### src/rtl/serial_logic_unit.sv
// serial_logic_unit: bit-serial logic unit that applies one of eight 2-input
// bitwise operations to WIDTH-bit operands, one bit per clock, LSB first.
// Optional macro SERIAL_LU_ZERO_FLAG_EN adds a registered all-zero result flag.

// 2:1 mux made only of nand gates; y = sel ? d1 : d0.
module slu_mux2 (
  input  logic sel,
  input  logic d0,
  input  logic d1,
  output logic y
);
  logic selN, t0, t1;

  nand gSelN (selN, sel, sel);
  nand gT0   (t0, d0, selN);
  nand gT1   (t1, d1, sel);
  nand gY    (y, t0, t1);
endmodule

// Single result bit: all eight candidate functions from nand/nor gates,
// then an 8:1 mux tree steered by op (op[0] at the leaves, op[2] at the root).
module slu_bit_cell (
  input  logic       aBit,
  input  logic       bBit,
  input  logic [2:0] op,
  output logic       rBit
);
  logic fAnd, fOr, fNand, fNor, fXor, fXnor, fNotA, fNotB;
  logic xa, xb;
  logic m00, m01, m02, m03, m10, m11;

  nand gNand (fNand, aBit, bBit);
  nand gAnd  (fAnd, fNand, fNand);
  nor  gNor  (fNor, aBit, bBit);
  nor  gOr   (fOr, fNor, fNor);
  // Four-nand xor reuses the shared a-nand-b term.
  nand gXa   (xa, aBit, fNand);
  nand gXb   (xb, bBit, fNand);
  nand gXor  (fXor, xa, xb);
  nand gXnor (fXnor, fXor, fXor);
  nand gNotA (fNotA, aBit, aBit);
  nand gNotB (fNotB, bBit, bBit);

  slu_mux2 uM00 (.sel(op[0]), .d0(fAnd),  .d1(fOr),   .y(m00));
  slu_mux2 uM01 (.sel(op[0]), .d0(fNand), .d1(fNor),  .y(m01));
  slu_mux2 uM02 (.sel(op[0]), .d0(fXor),  .d1(fXnor), .y(m02));
  slu_mux2 uM03 (.sel(op[0]), .d0(fNotA), .d1(fNotB), .y(m03));
  slu_mux2 uM10 (.sel(op[1]), .d0(m00),   .d1(m01),   .y(m10));
  slu_mux2 uM11 (.sel(op[1]), .d0(m02),   .d1(m03),   .y(m11));
  slu_mux2 uM20 (.sel(op[2]), .d0(m10),   .d1(m11),   .y(rBit));
endmodule

module serial_logic_unit #(
  parameter int WIDTH = 8,
  parameter int CNTW  = 5
) (
  input  logic             clk,
  input  logic             rst_n,
  input  logic             start,
  input  logic [2:0]       op,
  input  logic [WIDTH-1:0] a,
  input  logic [WIDTH-1:0] b,
  output logic             busy,
  output logic             done,
  output logic [WIDTH-1:0] result
`ifdef SERIAL_LU_ZERO_FLAG_EN
  ,
  output logic             zero
`endif
);
  typedef enum logic [1:0] {IDLE, RUN, DONE} stateT;

  localparam logic [CNTW-1:0] LAST = CNTW'(WIDTH - 1);

  stateT            state, stateNext;
  logic [WIDTH-1:0] aReg, bReg, shiftReg, shiftNext;
  logic [2:0]       opReg;
  logic [CNTW-1:0]  count;
  logic             rBit;

  // The operands rotate right each RUN cycle so bit 0 is always the current
  // bit; after WIDTH rotations they are back in their captured positions.
  slu_bit_cell uCell (.aBit(aReg[0]), .bBit(bReg[0]), .op(opReg), .rBit(rBit));

  assign shiftNext = {rBit, shiftReg[WIDTH-1:1]};

  // Next-state logic for the IDLE -> RUN -> DONE sequence.
  always_comb begin
    stateNext = state;
    case (state)
      IDLE:    if (start) stateNext = RUN;
      RUN:     if (count == LAST) stateNext = DONE;
      DONE:    stateNext = IDLE;
      default: stateNext = IDLE;
    endcase
  end

  // State register plus registered busy/done decoded from the next state.
  always_ff @(posedge clk or negedge rst_n) begin
    if (!rst_n) begin
      state <= IDLE;
      busy  <= 1'b0;
      done  <= 1'b0;
    end else begin
      state <= stateNext;
      busy  <= (stateNext == RUN);
      done  <= (stateNext == DONE);
    end
  end

  // Operand capture, serial evaluation and result update on the last bit.
  always_ff @(posedge clk or negedge rst_n) begin
    if (!rst_n) begin
      aReg     <= '0;
      bReg     <= '0;
      opReg    <= '0;
      shiftReg <= '0;
      count    <= '0;
      result   <= '0;
`ifdef SERIAL_LU_ZERO_FLAG_EN
      zero     <= 1'b0;
`endif
    end else begin
      case (state)
        IDLE: begin
          if (start) begin
            aReg     <= a;
            bReg     <= b;
            opReg    <= op;
            shiftReg <= '0;
            count    <= '0;
          end
        end
        RUN: begin
          aReg     <= {aReg[0], aReg[WIDTH-1:1]};
          bReg     <= {bReg[0], bReg[WIDTH-1:1]};
          shiftReg <= shiftNext;
          count    <= count + 1'b1;
          if (count == LAST) begin
            result <= shiftNext;
`ifdef SERIAL_LU_ZERO_FLAG_EN
            zero   <= (shiftNext == '0);
`endif
          end
        end
        default: ;
      endcase
    end
  end
endmodule

### config.mk
export PLATFORM = sky130hd
export DESIGN_NAME = serial_logic_unit
export DESIGN_NICKNAME = d
export VERILOG_FILES = /design/src/rtl/serial_logic_unit.sv
export SDC_FILE = /design/constraint.sdc
export NUM_CORES = 1
export LEC_CHECK = 0
export ABC_AREA = 1
export BUFFER_PORTS_ARGS = -buffer_cell sky130_fd_sc_hd__buf_4
export CORE_MARGIN = 4
export CORE_UTILIZATION = 30
export CTS_BUF_LIST = sky130_fd_sc_hd__clkbuf_4 sky130_fd_sc_hd__clkbuf_8
export CTS_CLUSTER_SIZE = 24
export DETAILED_ROUTE_END_ITERATION = 8
export PLACE_DENSITY = 0.46
export REMOVE_ABC_BUFFERS = 1
export SLEW_MARGIN = 20
export SYNTH_ARGS = -nofsm -noshare
export SYNTH_HDL_FRONTEND = slang
export SYNTH_HIERARCHICAL = 1
export SYNTH_SLANG_ARGS = --single-unit
### constraint.sdc
create_clock -name clk -period 1.7 [get_ports clk]
set_clock_uncertainty 0.05 [all_clocks]
set_input_delay 0.255 -clock clk [delete_from_list [all_inputs] [get_ports clk]]
set_output_delay 0.255 -clock clk [all_outputs]
set_load 0.03 [all_outputs]
Yosys cells after proc, flatten, opt, wreduce, memory -nomap -nowiden
Cells that the tools add are included.
- add/sub/neg operators: 1
- eq/ne operators: 5
- muxes and demuxes: 11
- bitwise operators: 57
- reduce and logical (&&, ||, !) cells: 5
- operator list (operator ; number):
    one-hot mux 8 bit (2 select lines) ; 3
    inverter 1 bit ; 31
    AND 1 bit ; 25
    2-to-1 mux 8 bit ; 3
    one-hot mux 5 bit (2 select lines) ; 1
    AND reduction 2 bit ; 3
    adder 5 x 1 -> 5 bit (second input constant) ; 1
    == test 5 x 3 -> 1 bit (second input constant) ; 1
    2-to-1 mux 5 bit ; 1
    == test 2 x 1 -> 1 bit (second input constant) ; 2
    2-to-1 mux 2 bit ; 2
    one-hot mux 2 bit (2 select lines) ; 1
    == test 2 bit (second input constant) ; 1
    zero test 2 bit ; 1
    != test 2 bit (second input constant) ; 1
    nonzero test 2 bit ; 1
    bitwise OR 1 bit ; 1
- register bits: 44
- output and inout port bits: 10
- word-level logic and storage cells: 88

Longest topological paths before layout
- depth in word-level cells: 19
- gate-level depth with buffers: 11
- mapped depth without buffers: 11

By module
The synthesis kept the hierarchy.
- modules (own cells, without submodules) (module ; instances ; cells an instance ; area an instance (µm²) ; seq. area each (µm²)):
    serial_logic_unit ; 1 ; 211 ; 1845.5 ; 1076.0
    slu_mux2 ; 7 ; 4 ; 15.0 ; 0.0
    slu_bit_cell ; 1 ; 9 ; 68.8 ; 0.0

Worst setup path after synthesis
No wires, ideal clock.
- path kind: register -> register
- start point: register count[0]
- end point: register result[0]
- library setup time: 66 ps
- arrival: 1249 ps
- path slack: 335 ps
- cell stages (with the launch flop): 8
- buffers on the path: 1
- period minus slack after synthesis: 1365 ps
- path through: dfrtp_1 > ha_1 > nand2_1 > clkinv_1 > nand3_2 > buf_6 > nand2_1 > nand2_1
- longest elaborated chain between the ends: 2
- ends and longest elaborated chain (element ; RTL line ; text):
    start: declaration ; 78 ; logic [CNTW-1:0] count;
    start signal: assignment ; 138 ; count <= count + 1'b1;
    == test 5 x 3 -> 1 bit ; 139 ; if (count == LAST) begin
    AND reduction 2 bit (no source line) ; n/a ;
    end signal: assignment ; 140 ; result <= shiftNext;
    end: declaration ; 65 ; output logic [WIDTH-1:0] result
Every way passes these cells.
A chain may end at the register's enable or synchronous reset.

Worst setup path in the final report
- start point: register aReg[0]
- end point: register result[7]
- RTL lines (element ; RTL line ; text):
    start: declaration ; 76 ; logic [WIDTH-1:0] aReg, bReg, shiftReg, shiftNext;
    start signal: assignment ; 135 ; aReg <= {aReg[0], aReg[WIDTH-1:1]};
    inverter 1 bit ; 41 ; nand gNotA (fNotA, aBit, aBit);
    net uCell.fNotA ; 28 ; logic fAnd, fOr, fNand, fNor, fXor, fXnor, fNotA, fNotB;
    AND 1 bit ; 15 ; nand gT0 (t0, d0, selN);
    inverter 1 bit ; 15 ;
    AND 1 bit ; 17 ; nand gY (y, t0, t1);
    inverter 1 bit ; 17 ;
    AND 1 bit ; 16 ; nand gT1 (t1, d1, sel);
    inverter 1 bit ; 16 ;
    AND 1 bit ; 17 ;
    inverter 1 bit ; 17 ;
    net uCell.m11 ; 30 ; logic m00, m01, m02, m03, m10, m11;
    AND 1 bit ; 16 ;
    inverter 1 bit ; 16 ;
    AND 1 bit ; 17 ;
    inverter 1 bit ; 17 ;
    net rBit ; 79 ; logic rBit;
The timed path passes the listed nets, and every way through them passes these cells.

==> qor.yml <==
clock_network:
  cts_root_buffer: "clkbuf_8"
  clock_sinks: 43
  htree_levels: 2
  cts_tree: "done"
  numCtsBuffers: 5
  cts_max_path_buffers: 2
  path_clk_slew_ns: 0.08
  insertion_delay_ns: 0.30
yosys:
  yosysSeqAreaShare: 0.533
  ys_warn_count: 6
  synth_top_cell_by_area: "dfrtp_1"
  ys_ff_latch: 43
  synthesis.area_um2: 2020
  yosysUniqueCellTypes: 18
  synth_area_per_cell_um2: 8.14
  synthCells: 248
  synth_top_area_frac: 0.533
  synth_area_leaders: "dfrtp_1 53%, nand2_1 18%, nand3_1 11%"
layout:
  diodes: 0
  multi_input_area_um2: 806
  fin_nets: 309
  final_cell_area_um2: 2490
  seq_area_um2: 1080
  drive_above_1_share: 0.177
  syn_to_final_growth_pct: 23.5
  nFillCells: 676
  stdcell_count: 360
setup_path:
  path_cells: "inv_1, ha_1, inv_1, nand2_1, nand2_1, nand2_1, nand2_1, nand2_1, nand2_1, nand4_1, nand2_1"
  worstSetupPathType: "reg -> reg"
  crit_fanout: 5
  arrival_ns: 1.70
  rr_worst_depth: 11
  cp_common_cell: "nand2_1"
  crit_slowest_cell: "dfrtp_1"
  critPathBufInv: 2
  worst-path-stages: 11
  cp-start-kind: "flop"
  critPathMaxStageDelay_ns: 0.42
  worstSetupStartpoint: "aReg[0]"
  crit_path_end_kind: "flop"
  r2r-start: "aReg[0]"
  critical-path-top-delay-family: "simple AND/OR/NAND/NOR gates"
  cp.required_ns: 1.89
placement:
  io_buffers: 31
  place_inst: 351
  placed_area_um2: 2340
  dp_hpwl_um: 2960
  pre_cts_ws_ns: 0.168
  place.gp.congestion: 0.686
grt:
  antenna_found_initial: 0
  grt_pass1_vias: 1646
  grt_max_degree: 44
  grt_overflow_total: 0
  grt_pass1_wl_um: 7730
  grt_usage: 0.115
floorplanning:
  die_area_um2: 8110
  initial_utilization: 0.313
  fp.coreArea_um2: 6460
  die_h_um: 90.0
  rows: 29
  die_w_um: 90.0
  ios: 32
timing:
  rsz0062_at_grt: "false"
  slew_headroom: 0.640
  setup_tns_ns: 0
  min_period_over_period: 0.893
  period_needed_ns: 1.52
  slew_viol_final: 0
  setup_slack_ns: 0.182
  max_freq_mhz: 659
  hold_violations: 0
  setup_violations: 0
  worst_pin_slew_ns: 0.540
route:
  drtAntennaViolNets: 0
  wirelength_um: 4380
  avgRoutedWirePerCell_um: 12.2
  first_pass_iters: 4
  drc: 0
  dr.first_iter.drc_count: 114
  vias: 1664
  viasPerCell: 4.62
power:
  max-vdd-ir-drop_v: 0.000641
  p_per_area_nw_per_um2: 1860
  p_leak_nw: 1.33
  power.total_w: 0.00465
hold_path:
  min_path_type: "in -> reg"
  hold_depth: 3
  hold_path_startpoint: "b[7]"
run:
  drv_cap: 0
status:
  outcome: "finished, final reports clean"
## per-layer routing
layer  up-vias  wire, um  GRT usage
met5         -         0          0
met4         0        35     0.0319
met3         8       207     0.0292
met2        38      1860      0.171
met1       758      2270      0.164
li1        860         -          -
## kinds of logic after synthesis
logic type | share of synthesized area
buffers and inverters | 0.0719
adders and majority gates | 0.0310
and+or+nand+nor | 0.354
DFF | 0.533
AOI/OAI and AO/OA | 0.00991
## cells in the final DEF (no fill, tap or decap)
master,count
o21ai_0,3
dlygate4sd3_1,1
buf_4,35
nor2_1,3
nand3_1,46
bufinv_16,2
clkinv_1,1
a21oi_1,1
buf_12,1
nand4_1,10
nor2_2,1
inv_1,21
dfrtp_1,43
nand2_1,99
ha_1,5
nand2_2,2
clkbuf_4,1
nand3_4,1
nor2_4,1
inv_2,1
clkbuf_8,5
## flip-flops by register name, summed over array words and instances (netlist names)
name,count
aReg,8
bReg,8
result,8
shiftReg,7
count,5
opReg,3
state,2
busy,1
done,1
## worst register-to-register path, cell delays in order (launching register included)
cell and delay [ns]:
dfrtp_1 0.42, inv_1 0.10, ha_1 0.31, inv_1 0.06, nand2_1 0.04, nand2_1 0.07, nand2_1 0.05, nand2_1 0.05
nand2_1 0.04, nand2_1 0.09, nand4_1 0.09, nand2_1 0.09
## path summary, 6_finish.rpt
kind                            slack (ns)   endpoint
worst max register to register        0.18  result[7]
worst max-delay path                  0.18  result[7]
worst min-delay path                  0.11    bReg[7]
worst min register to register        0.43  result[1]
min in group asynchronous             0.43  result[1]
max in group asynchronous             0.79   count[3]
## synth_stat cells
master and count:
buf_2 8, nor2_2 1, buf_4 1, nand3_1 46
nor2_4 1, nor2_1 3, nand4_1 10, inv_2 1
nand2_2 2, ha_1 5, a21oi_1 1, dfrtp_1 43
nand2_1 99, inv_1 21, clkinv_1 1, buf_6 1
nand3_2 1, o21ai_0 3
## cell type report
cell class              count  area share
clock inverters             2      0.0241
inverters                  23      0.0346
multi-input cells         172       0.323
clock buffers               6      0.0306
well taps                  77      0.0386
flip-flops and latches     43       0.432
repair buffers             37       0.117
## timing repair
item	in CTS	in global routing
buffers inserted	0	0
resized for setup	0	1
hold endpoints to repair	43	0
setup endpoints to repair	0	2
hold buffers	1	0
## through the flow
stage / util / hold slack, ns
finish: 0.386 / 0.107
CTS: 0.385 / 0.103
global route: 0.386 / 0.112
floorplan: - / -0.0906
global placement: 0.362 / 0.242
detailed placement: 0.362 / 0.239
## power breakdown
group | leakage, nW | internal (W) | switching (W)
combinational | 0.718 | 0.000711 | 0.00118
clock | 0.0688 | 0.000603 | 0.000357
sequential | 0.547 | 0.00146 | 0.000336
total | 1.33 | 0.00277 | 0.00188
No activity file was read; power rests on OpenSTA's default activity.
